<file path="config.mk">
export PLATFORM = sky130hd
export DESIGN_NAME = ball_fx
export DESIGN_NICKNAME = d
export VERILOG_FILES = /design/src/rtl/ball_fx.sv
export SDC_FILE = /design/constraint.sdc
export NUM_CORES = 1
export LEC_CHECK = 0
export ABC_AREA = 1
export CORE_MARGIN = 2
export CORE_UTILIZATION = 50
export DETAILED_ROUTE_END_ITERATION = 6
export GPL_TIMING_DRIVEN = 0
export HOLD_SLACK_MARGIN = 0.06
export PLACE_DENSITY = 0.79
export RECOVER_POWER = 50
export SETUP_SLACK_MARGIN = 0.1
export SYNTH_ARGS = -nofsm -noshare
export SYNTH_HDL_FRONTEND = slang
export SYNTH_SLANG_ARGS = --single-unit
</file>
<file path="constraint.sdc">
create_clock -name frame_clk -period 10.5 [get_ports frame_clk]
set_clock_uncertainty 0.05 [all_clocks]
set_input_delay 2.1 -clock frame_clk [delete_from_list [all_inputs] [get_ports frame_clk]]
set_output_delay 2.1 -clock frame_clk [all_outputs]
set_load 0.1 [all_outputs]
</file>
<file path="src/rtl/ball_fx.sv">
// ball_fx: fixed-point ball physics, one update per frame_clk edge.
// Serve, play and goal-freeze sequencing with bounces and goal detection.
module ball_fx #(
  parameter int POS_W           = 10,
  parameter int FRAC            = 4,
  parameter int VEL_W           = 12,
  parameter int RADIUS          = 15,
  parameter int X_MIN           = 0,
  parameter int X_MAX           = 639,
  parameter int FLOOR           = 320,
  parameter int CEIL            = 0,
  parameter int INIT_X          = 320,
  parameter int INIT_Y          = 50,
  parameter int GOAL_Y_TOP      = 176,
  parameter int GOAL_Y_BOTTOM   = 316,
  parameter int LEFT_GOAL_X     = 32,
  parameter int RIGHT_GOAL_X    = 604,
  parameter int CROSSBAR_Y      = 156,
  parameter int LEFT_BAR_X_MAX  = 48,
  parameter int RIGHT_BAR_X_MIN = 588,
  parameter int GRAVITY         = 16,
  parameter int VMAX            = 240,
  parameter int FRICTION        = 16,
  parameter int SETTLE          = 32,
  parameter int REST_NUM        = 3,
  parameter int REST_SHIFT      = 2,
  parameter int FRIC_PERIOD     = 32,
  parameter int SERVE_FRAMES    = 60,
  parameter int FREEZE_FRAMES   = 90
) (
  input  logic                    frame_clk,
  input  logic                    Reset,
  input  logic                    pause,
  input  logic                    apply_force,
  input  logic signed [VEL_W-1:0] force_x,
  input  logic signed [VEL_W-1:0] force_y,
  output logic        [POS_W-1:0] BallX,
  output logic        [POS_W-1:0] BallY,
  output logic        [POS_W-1:0] BallS,
  output logic signed [VEL_W-1:0] BallVelX,
  output logic signed [VEL_W-1:0] BallVelY,
  output logic                    goal_left,
  output logic                    goal_right,
  output logic        [1:0]       state,
  output logic                    on_floor
);

  localparam int PW = POS_W + FRAC;
  localparam int AW = PW + 4;
  localparam int CMAX = (SERVE_FRAMES > FREEZE_FRAMES) ?
                        SERVE_FRAMES : FREEZE_FRAMES;
  localparam int CW = $clog2(CMAX + 1);
  localparam int FW = $clog2(FRIC_PERIOD + 1);

  typedef logic signed [AW-1:0] w_t;
  typedef enum logic [1:0] {
    S_SERVE = 2'd0,
    S_PLAY  = 2'd1,
    S_GOAL  = 2'd2
  } st_t;

  localparam w_t ZERO   = '0;
  localparam w_t VMAX_W = w_t'(VMAX);
  localparam w_t SETL_W = w_t'(SETTLE);
  localparam w_t FRIC_W = w_t'(FRICTION);
  localparam w_t GRAV_W = w_t'(GRAVITY);
  localparam w_t REST_W = w_t'(REST_NUM);
  localparam w_t PMAX_W = w_t'((1 << PW) - 1);

  localparam w_t FLOOR_P = w_t'(FLOOR - RADIUS);
  localparam w_t CEIL_P  = w_t'(CEIL + RADIUS);
  localparam w_t BAR_P   = w_t'(CROSSBAR_Y - RADIUS);
  localparam w_t WL_P    = w_t'(X_MIN + RADIUS);
  localparam w_t WR_P    = w_t'(X_MAX - RADIUS);
  localparam w_t GT_P    = w_t'(GOAL_Y_TOP);
  localparam w_t GB_P    = w_t'(GOAL_Y_BOTTOM);
  localparam w_t GL_P    = w_t'(LEFT_GOAL_X);
  localparam w_t GR_P    = w_t'(RIGHT_GOAL_X);
  localparam w_t BLL_P   = w_t'(X_MIN);
  localparam w_t BLH_P   = w_t'(LEFT_BAR_X_MAX);
  localparam w_t BRL_P   = w_t'(RIGHT_BAR_X_MIN);
  localparam w_t BRH_P   = w_t'(X_MAX);

  localparam logic [PW-1:0] INIT_XF  = PW'(INIT_X << FRAC);
  localparam logic [PW-1:0] INIT_YF  = PW'(INIT_Y << FRAC);
  localparam logic [PW-1:0] FLOOR_YF = PW'((FLOOR - RADIUS) << FRAC);
  localparam logic [PW-1:0] CEIL_YF  = PW'((CEIL + RADIUS) << FRAC);
  localparam logic [PW-1:0] BAR_YF   = PW'((CROSSBAR_Y - RADIUS) << FRAC);
  localparam logic [PW-1:0] WALL_LF  = PW'((X_MIN + RADIUS) << FRAC);
  localparam logic [PW-1:0] WALL_RF  = PW'((X_MAX - RADIUS) << FRAC);

  function automatic w_t sat_v(input w_t v);
    if (v > VMAX_W) return VMAX_W;
    if (v < -VMAX_W) return -VMAX_W;
    return v;
  endfunction

  function automatic w_t refl(input w_t v);
    return (-(v * REST_W)) >>> REST_SHIFT;
  endfunction

  function automatic w_t settle(input w_t v);
    if (v < SETL_W && v > -SETL_W) return ZERO;
    return v;
  endfunction

  function automatic w_t toward0(input w_t v);
    if (v > FRIC_W) return v - FRIC_W;
    if (v < -FRIC_W) return v + FRIC_W;
    return ZERO;
  endfunction

  function automatic logic [PW-1:0] to_pos(input w_t p);
    if (p[AW-1]) return '0;
    if (p > PMAX_W) return '1;
    return p[PW-1:0];
  endfunction

  logic [PW-1:0]       x_q, x_d, y_q, y_d;
  logic [VEL_W-1:0]    vx_q, vx_d, vy_q, vy_d;
  st_t                 state_q, state_d;
  logic [CW-1:0]       cnt_q, cnt_d;
  logic [FW-1:0]       fric_q, fric_d;
  logic                gl_q, gl_d, gr_q, gr_d;
  logic                of_q, of_d;

  w_t   vx_n, vy_n, x_n, y_n, xp, yp, yo;
  w_t   vx_w, vy_b;
  logic in_gy, hit_gl, hit_gr, in_bar_x;
  logic hit_floor, hit_ceil, hit_bar, hit_wl, hit_wr;

  always_comb begin
    vx_n = sat_v(w_t'(signed'(vx_q))
           + (apply_force ? w_t'(force_x) : ZERO));
    vy_n = sat_v(w_t'(signed'(vy_q)) + GRAV_W
           + (apply_force ? w_t'(force_y) : ZERO));
    x_n  = w_t'(x_q) + vx_n;
    y_n  = w_t'(y_q) + vy_n;
    xp   = x_n >>> FRAC;
    yp   = y_n >>> FRAC;
    yo   = w_t'(y_q) >>> FRAC;
    vy_b = settle(refl(vy_n));

    in_gy  = (yp >= GT_P) && (yp <= GB_P);
    hit_gl = in_gy && (xp <= GL_P);
    hit_gr = in_gy && !hit_gl && (xp >= GR_P);

    in_bar_x = ((xp >= BLL_P) && (xp <= BLH_P)) ||
               ((xp >= BRL_P) && (xp <= BRH_P));
    hit_floor = (yp >= FLOOR_P);
    hit_ceil  = !hit_floor && (yp <= CEIL_P);
    // Only a ball falling through the bar line this frame lands on it.
    hit_bar   = !hit_floor && !hit_ceil && in_bar_x &&
                !vy_n[AW-1] && (vy_n != ZERO) &&
                (yo < BAR_P) && (yp >= BAR_P);
    hit_wl    = !in_gy && (xp <= WL_P);
    hit_wr    = !in_gy && !hit_wl && (xp >= WR_P);

    x_d     = x_q;
    y_d     = y_q;
    vx_d    = vx_q;
    vy_d    = vy_q;
    state_d = state_q;
    cnt_d   = cnt_q;
    fric_d  = fric_q;
    of_d    = of_q;
    gl_d    = 1'b0;
    gr_d    = 1'b0;
    vx_w    = vx_n;

    if (!pause) begin
      unique case (state_q)
        S_SERVE: begin
          x_d    = INIT_XF;
          y_d    = INIT_YF;
          vx_d   = '0;
          vy_d   = '0;
          of_d   = 1'b0;
          fric_d = '0;
          if (cnt_q == CW'(SERVE_FRAMES - 1)) begin
            state_d = S_PLAY;
            cnt_d   = '0;
          end else begin
            cnt_d = cnt_q + CW'(1);
          end
        end
        S_PLAY: begin
          if (hit_gl || hit_gr) begin
            x_d     = to_pos(x_n);
            y_d     = to_pos(y_n);
            vx_d    = '0;
            vy_d    = '0;
            of_d    = 1'b0;
            fric_d  = '0;
            cnt_d   = '0;
            gl_d    = hit_gl;
            gr_d    = hit_gr;
            state_d = S_GOAL;
          end else begin
            y_d  = to_pos(y_n);
            vy_d = vy_n[VEL_W-1:0];
            if (hit_floor) begin
              y_d  = FLOOR_YF;
              vy_d = vy_b[VEL_W-1:0];
            end else if (hit_ceil) begin
              y_d  = CEIL_YF;
              vy_d = vy_b[VEL_W-1:0];
            end else if (hit_bar) begin
              y_d  = BAR_YF;
              vy_d = vy_b[VEL_W-1:0];
            end
            x_d = to_pos(x_n);
            if (hit_wl) begin
              x_d  = WALL_LF;
              vx_w = refl(vx_n);
            end else if (hit_wr) begin
              x_d  = WALL_RF;
              vx_w = refl(vx_n);
            end
            fric_d = '0;
            if (hit_floor) begin
              if (fric_q == FW'(FRIC_PERIOD - 1)) begin
                vx_w = toward0(vx_w);
              end else begin
                fric_d = fric_q + FW'(1);
              end
            end
            vx_d = vx_w[VEL_W-1:0];
            of_d = hit_floor;
          end
        end
        S_GOAL: begin
          vx_d   = '0;
          vy_d   = '0;
          of_d   = 1'b0;
          fric_d = '0;
          if (cnt_q == CW'(FREEZE_FRAMES - 1)) begin
            state_d = S_SERVE;
            cnt_d   = '0;
            x_d     = INIT_XF;
            y_d     = INIT_YF;
          end else begin
            cnt_d = cnt_q + CW'(1);
          end
        end
        default: begin
          state_d = S_SERVE;
          cnt_d   = '0;
        end
      endcase
    end
  end

  always_ff @(posedge frame_clk) begin
    if (Reset) begin
      x_q     <= INIT_XF;
      y_q     <= INIT_YF;
      vx_q    <= '0;
      vy_q    <= '0;
      state_q <= S_SERVE;
      cnt_q   <= '0;
      fric_q  <= '0;
      gl_q    <= 1'b0;
      gr_q    <= 1'b0;
      of_q    <= 1'b0;
    end else begin
      x_q     <= x_d;
      y_q     <= y_d;
      vx_q    <= vx_d;
      vy_q    <= vy_d;
      state_q <= state_d;
      cnt_q   <= cnt_d;
      fric_q  <= fric_d;
      gl_q    <= gl_d;
      gr_q    <= gr_d;
      of_q    <= of_d;
    end
  end

  assign BallX      = x_q[PW-1:FRAC];
  assign BallY      = y_q[PW-1:FRAC];
  assign BallS      = POS_W'(RADIUS);
  assign BallVelX   = vx_q;
  assign BallVelY   = vy_q;
  assign goal_left  = gl_q;
  assign goal_right = gr_q;
  assign state      = state_q;
  assign on_floor   = of_q;

endmodule
</file>
# After elaboration in Yosys (flattened, before gate mapping)

Index checks and enable logic that the tools add are counted.

Flip-flop bits (word level): 70
Input bits: 28
Output and inout port bits: 59

Add/subtract/negate cells: 11
Multipliers: 2
$lt $le $gt $ge: 24
Eq/ne operators: 8
Muxes and demuxes: 119
Bitwise operators: 3
Reductions and logical operators: 35

Operators with widths:

| operator                                                            | count |
|---|---|
| two-way mux 14 bit                                                  | 21 |
| two-way mux 18 bit                                                  | 15 |
| two-way mux 12 bit                                                  | 13 |
| one-hot mux 14 bit (3 select lines)                                 | 2 |
| two-way mux 1 bit                                                   | 53 |
| one-hot mux 12 bit (2 select lines)                                 | 2 |
| greater-or-equal comparator 14 x 11 -> 1 bit, second input constant | 3 |
| adder 15 x 18 -> 18 bit                                             | 2 |
| greater-than comparator 18 x 15 -> 1 bit, second input constant     | 2 |
| greater-than comparator 18 x 9 -> 1 bit, second input constant      | 2 |
| < comparator 18 x 9 -> 1 bit, second input constant                 | 2 |
| multiplier 18 x 3 -> 18 bit, second input constant                  | 2 |
| negation 18 bit                                                     | 2 |
| greater-or-equal comparator 14 x 9 -> 1 bit, second input constant  | 2 |
| less-or-equal comparator 14 x 5 -> 1 bit, second input constant     | 2 |
| less-or-equal comparator 14 x 7 -> 1 bit, second input constant     | 2 |
| two-way mux 7 bit                                                   | 3 |
| one-hot mux 7 bit (3 select lines)                                  | 1 |
| adder 12 x 18 -> 18 bit                                             | 1 |
| adder 13 x 18 -> 18 bit                                             | 1 |
| greater-than comparator 18 x 6 -> 1 bit, second input constant      | 1 |
| < comparator 18 x 5 -> 1 bit, second input constant                 | 1 |
| two-way mux 6 bit                                                   | 3 |
| nonzero test 18 bit                                                 | 1 |
| other kinds (34)                                                    | 63 |

# Logic depth before layout (Yosys ltp)

Depth in word-level cells: 39
Depth in mapped cells: 60
Mapped depth without buffers: 57

# Least setup slack after synthesis

OpenSTA, ideal clock, no wires.

Path type: in2reg
Start: in apply_force
End: reg vx_q[4], in the netlist BallVelX[4]
Setup time: 0.131 ns
Arrival: 8.349 ns
Required time: 10.319 ns
Slack: 1.970 ns
Stages on the path: 46
Path buffers: 3
Path through: clkbuf_1 > nand2_1 > inv_1 > ha_1 > a21oi_1 > nand2_1 > nand3_1 > nand3_1 > or2_2 > o21a_2 > nor4_1 > nand3_1 > ha_1 > nor2_1 > inv_1 > nor2_1 > inv_1 > ha_1 > [10 not listed] > nand2_1 > buf_2 > inv_1 > nand2_1 > o21ai_4 > buf_12 > inv_4 > o21ai_4 > ha_1 > nand4_1 > nor2_1 > nand2_1 > nand2_2 > nand3_1 > nand2_1 > inv_2 > o21ai_2 > a21oi_1

Longest elaborated chain between the ends: 34

RTL lines:

| item                                                             | RTL line | source |
|---|---|---|
| start: declaration                                               | 34       | `input logic apply_force,` |
| branches (longest 32 deep; another with adder 12 x 18 -> 18 bit) | --       |  |
| two-way mux 12 bit (*)                                           | 188      | `if (hit_gl \|\| hit_gr) begin` |
| one-hot mux 12 bit (2 select lines) (*)                          | 172      | `unique case (state_q)` |
| end signal: assignment                                           | 269      | `vx_q <= vx_d;` |
| end: declaration                                                 | 120      | `logic [VEL_W-1:0] vx_q, vx_d, vy_q, vy_d;` |

Mark *: on every way between the ends. The select of a mux whose other input is x is not followed.
A chain may end at the register's enable or synchronous reset.

# Worst setup path in the final report

Start: in force_x[0]
End: reg vx_q[0], in the netlist BallVelX[0]

Longest elaborated chain between the ends: 32

RTL lines:

| item                                                                 | RTL line | source |
|---|---|---|
| start: declaration                                                   | 35       | `input logic signed [VEL_W-1:0] force_x,` |
| two-way mux 18 bit (*)                                               | 134      | `+ (apply_force ? w_t'(force_x) : ZERO));` |
| adder 12 x 18 -> 18 bit (*)                                          | 134      |  |
| < comparator 18 x 9 -> 1 bit                                         | 94       | `if (v < -VMAX_W) return -VMAX_W;` |
| two-way mux 1 bit (2 in series)                                      | 94       |  |
| two-way mux 18 bit                                                   | 95       | `return v;` |
| two-way mux 18 bit (*)                                               | 94       |  |
| branches (longest 23 deep; another with multiplier 18 x 3 -> 18 bit) | --       |  |
| two-way mux 12 bit (*)                                               | 188      |  |
| one-hot mux 12 bit (2 select lines) (*)                              | 172      |  |

Marked as above.

==> impl_metrics.ini <==
[yosys]
postSynthAreaPerCell_sq_um = 6.40
syn_inst = 1668
synth-seq-area-share_pct = 13.1
syn-cell-area_sq_um = 10700
synth_top_area_cell = ha_1
ys.flop_type = dfxtp_1
synth.top_cell.area_share_pct = 19.6
async_flop_share_pct = 0
synth_cell_types = 64
ys_ff_latch = 70
synth-edff-count = 0
ys.warnings.count = 0
ys_top_cells_by_area = ha_1 20%, nand2_1 13%, dfxtp_1 13%, inv_1 9.8%, a21oi_1 6.7%

[finish]
drive_above_1_share_pct = 10.3
syn2layout_area_growth_pct = 14.7
diodes = 0
stdcell_area_sq_um = 12200
nNetsFinal = 1967
final_util_pct = 58.3

[routing]
wire_per_inst_um = 13.7
drt-total-wl_mm = 28.1
drc = 0
drt_pass1_iterations = 5
avgViaCountPerCell = 5.34
drt_iter0_markers = 660
antenna_left = 0
vias = 10900

[grt]
grt_pass1_wl_mm = 45.5
grt_overflow = 0
antenna_found_initial = 0
grt_pass1_vias = 9815
grt_max_degree = 13
grt_use_total_pct = 24.7

[placed_design]
dpl.hpwl_mm = 23.5
placed_area_sq_um = 11800
place_congestion = 0.937
io_buffers = 76
pre_cts_ws_ps = -52.4

[die]
die-area_sq_um = 22500
die-height_um = 150
core_region_area_sq_um = 21000
rows = 53
die_width_um = 150
start_util_pct = 50.8
ioPinCount = 87

[cts]
clk_latency_ps = 350
cts_tree = yes
cts_buffer_depth = 2
clk_pin_slew_ps = 60
cts_buffers = 9
clock_sinks = 70
root_buffer = clkbuf_16
cts_hold_buf = 0
cts_htree_levels = 3

[critical_path]
rrSetupSlack_ps = 2810
slowest_delay_ps = 400
timing.rr.start = BallVelX[0]$_SDFFE_PP0P_
path_class = in2reg
worstPathMaxFanout = 10
cp-start-kind = input pin
end_kind = register
worstPathRequired_ps = 10650
slowest_stage = fa_1
cp.arrival_ps = 9730
crit_top_cell = nand2_1
rr_worst_depth = 50
rr_endpoint = BallVelX[0]$_SDFFE_PP0P_

[worst_hold_path]
hold_path_depth = 2
hold_path_startpoint = on_floor$_SDFFE_PP0P_
min_to = on_floor$_SDFFE_PP0P_
hp-class = reg2reg

[timing]
relSlewSlack_pct = 31.3
drv_slew = 0
final.period_utilization_pct = 91.2
fin_tns_setup_ps = 0
worst_pin_slew_ps = 1030
fin_crit_ps = 9580
setup_slack_ps = 921
timing.fmax_mhz = 104
rsz0062_at_grt = false
hold_viol_final = 0
setup_viol = 0

[outcome]
outcome = finished, final reports clean

[power]
p_per_area_nw_per_um2 = 187
p_leak_nw = 6.47
peakVddDrop_v = 0.000170

[flow_run]
cap_violations = 0
per-layer routing:
| metal | track usage (%) | share of wire [%] | up-vias |
|---|---|---|---|
| li1 | - | - | 5615 |
| met3 | 3.82 | 4.7 | 63 |
| met1 | 30.2 | 43 | 4968 |
| met4 | 8.54 | 3.2 | 0 |
| met5 | 0 | 0 | - |
| met2 | 44.1 | 49 | 270 |
worst max-delay path: cells and delay by family:
family | cells | cell delay (ps)
adder cells (fa/ha/maj) | 4 | 1100
buffers and inverters | 13 | 1810
XOR/XNOR | 1 | 310
AND/OR/NAND/NOR | 24 | 2670
AO/OA/AOI/OAI | 11 | 1730
layout make-up:
type / instances / area, sq um
Timing Repair Buffer: 78 / 778
Timing Repair inverter: 1 / 5.00
Sequential cell: 70 / 1400
Inverter: 294 / 1110
Tap cell: 275 / 344
Multi-Input combinational cell: 1253 / 7900
Buffer: 59 / 393
Fill cell: 2005 / 8770
Clock buffer: 11 / 253
Clock inverter: 5 / 57.6
metrics by stage:
step | std cells | hold slack [ps] | total power, mW
5_1_grt | 2046 | 444 | 2.52
3_3_place_gp | 2027 | 405 | 1.90
4_1_cts | 2043 | 419 | 2.26
6_report | 2046 | 414 | 2.29
3_5_place_dp | 2027 | 408 | 1.93
2_1_floorplan | 1676 | 395 | 1.62
cell usage in the layout (no fill, tap or decap), drive strengths merged, types with 3 or more instances in the layout:
cell type      instances
a211oi                 4
a21o                   5
a21oi                145
a31oi                  3
a32oi                 12
buf                   41
clkbuf                30
clkdlybuf4s50         26
clkinv                 5
clkinvlp               3
conb                  10
dfxtp                 70
dlygate4sd3           50
fa                     6
ha                   167
inv                  291
nand2                427
nand3                 90
nand3b                 3
nand4                 21
nor2                 129
nor3                  19
nor3b                  4
nor4                   6
o211ai                21
o21a                   4
o21ai                 73
o21bai                12
o311ai                 3
or2                    8
xnor2                 19
xor2                  46
power breakdown:
part	switching (mW)	internal (mW)	total (mW)
Combinational	1.10	0.587	1.68
Clock	0.122	0.197	0.318
Sequential	0.0126	0.277	0.289
cells in the mapped netlist (20+ instances only):
cell / instances
a21oi_1: 143
buf_4: 33
dfxtp_1: 70
ha_1: 167
inv_1: 278
nand2_1: 383
nand2_2: 28
nand3_1: 83
nand4_1: 20
nor2_1: 118
o211ai_1: 21
o21ai_0: 65
xor2_1: 45
cell families after synthesis:
| family | count (synthesis) | synth area share [%] |
|---|---|---|
| adder cells (fa/ha/maj) | 173 | 20.7 |
| flip-flops | 70 | 13.1 |
| AND/OR/NAND/NOR | 710 | 30.5 |
| XOR/XNOR | 65 | 5.51 |
| buffers and inverters | 353 | 14.0 |
| AO/OA/AOI/OAI | 295 | 16.2 |
| other | 2 | 0.0703 |
sequential cells by signal, summed over array words and instances, names as in the netlist:
register and count:
x_q 14, y_q 14, BallVelX 12, BallVelY 12, cnt_q 7, fric_q 6, state 2, goal_left 1
goal_right 1, on_floor 1
what timing repair did:
item	in CTS	in global routing
gates resized for setup	0	43
endpoints found under the hold margin	0	0
setup buffers	0	2
setup endpoints to repair	0	49
how the worst max path moves through the flow:
stage / to / startpoint
floorplan: BallVelX[4]$_SDFFE_PP0P_ / apply_force
finish: BallVelX[0]$_SDFFE_PP0P_ / force_x[0]
detailed placement: BallVelX[10]$_SDFFE_PP0P_ / apply_force
global placement: BallVelX[10]$_SDFFE_PP0P_ / apply_force
CTS: BallVelX[10]$_SDFFE_PP0P_ / apply_force
global route: BallVelX[10]$_SDFFE_PP0P_ / force_x[0]
Power figures use the tool's default switching activity.
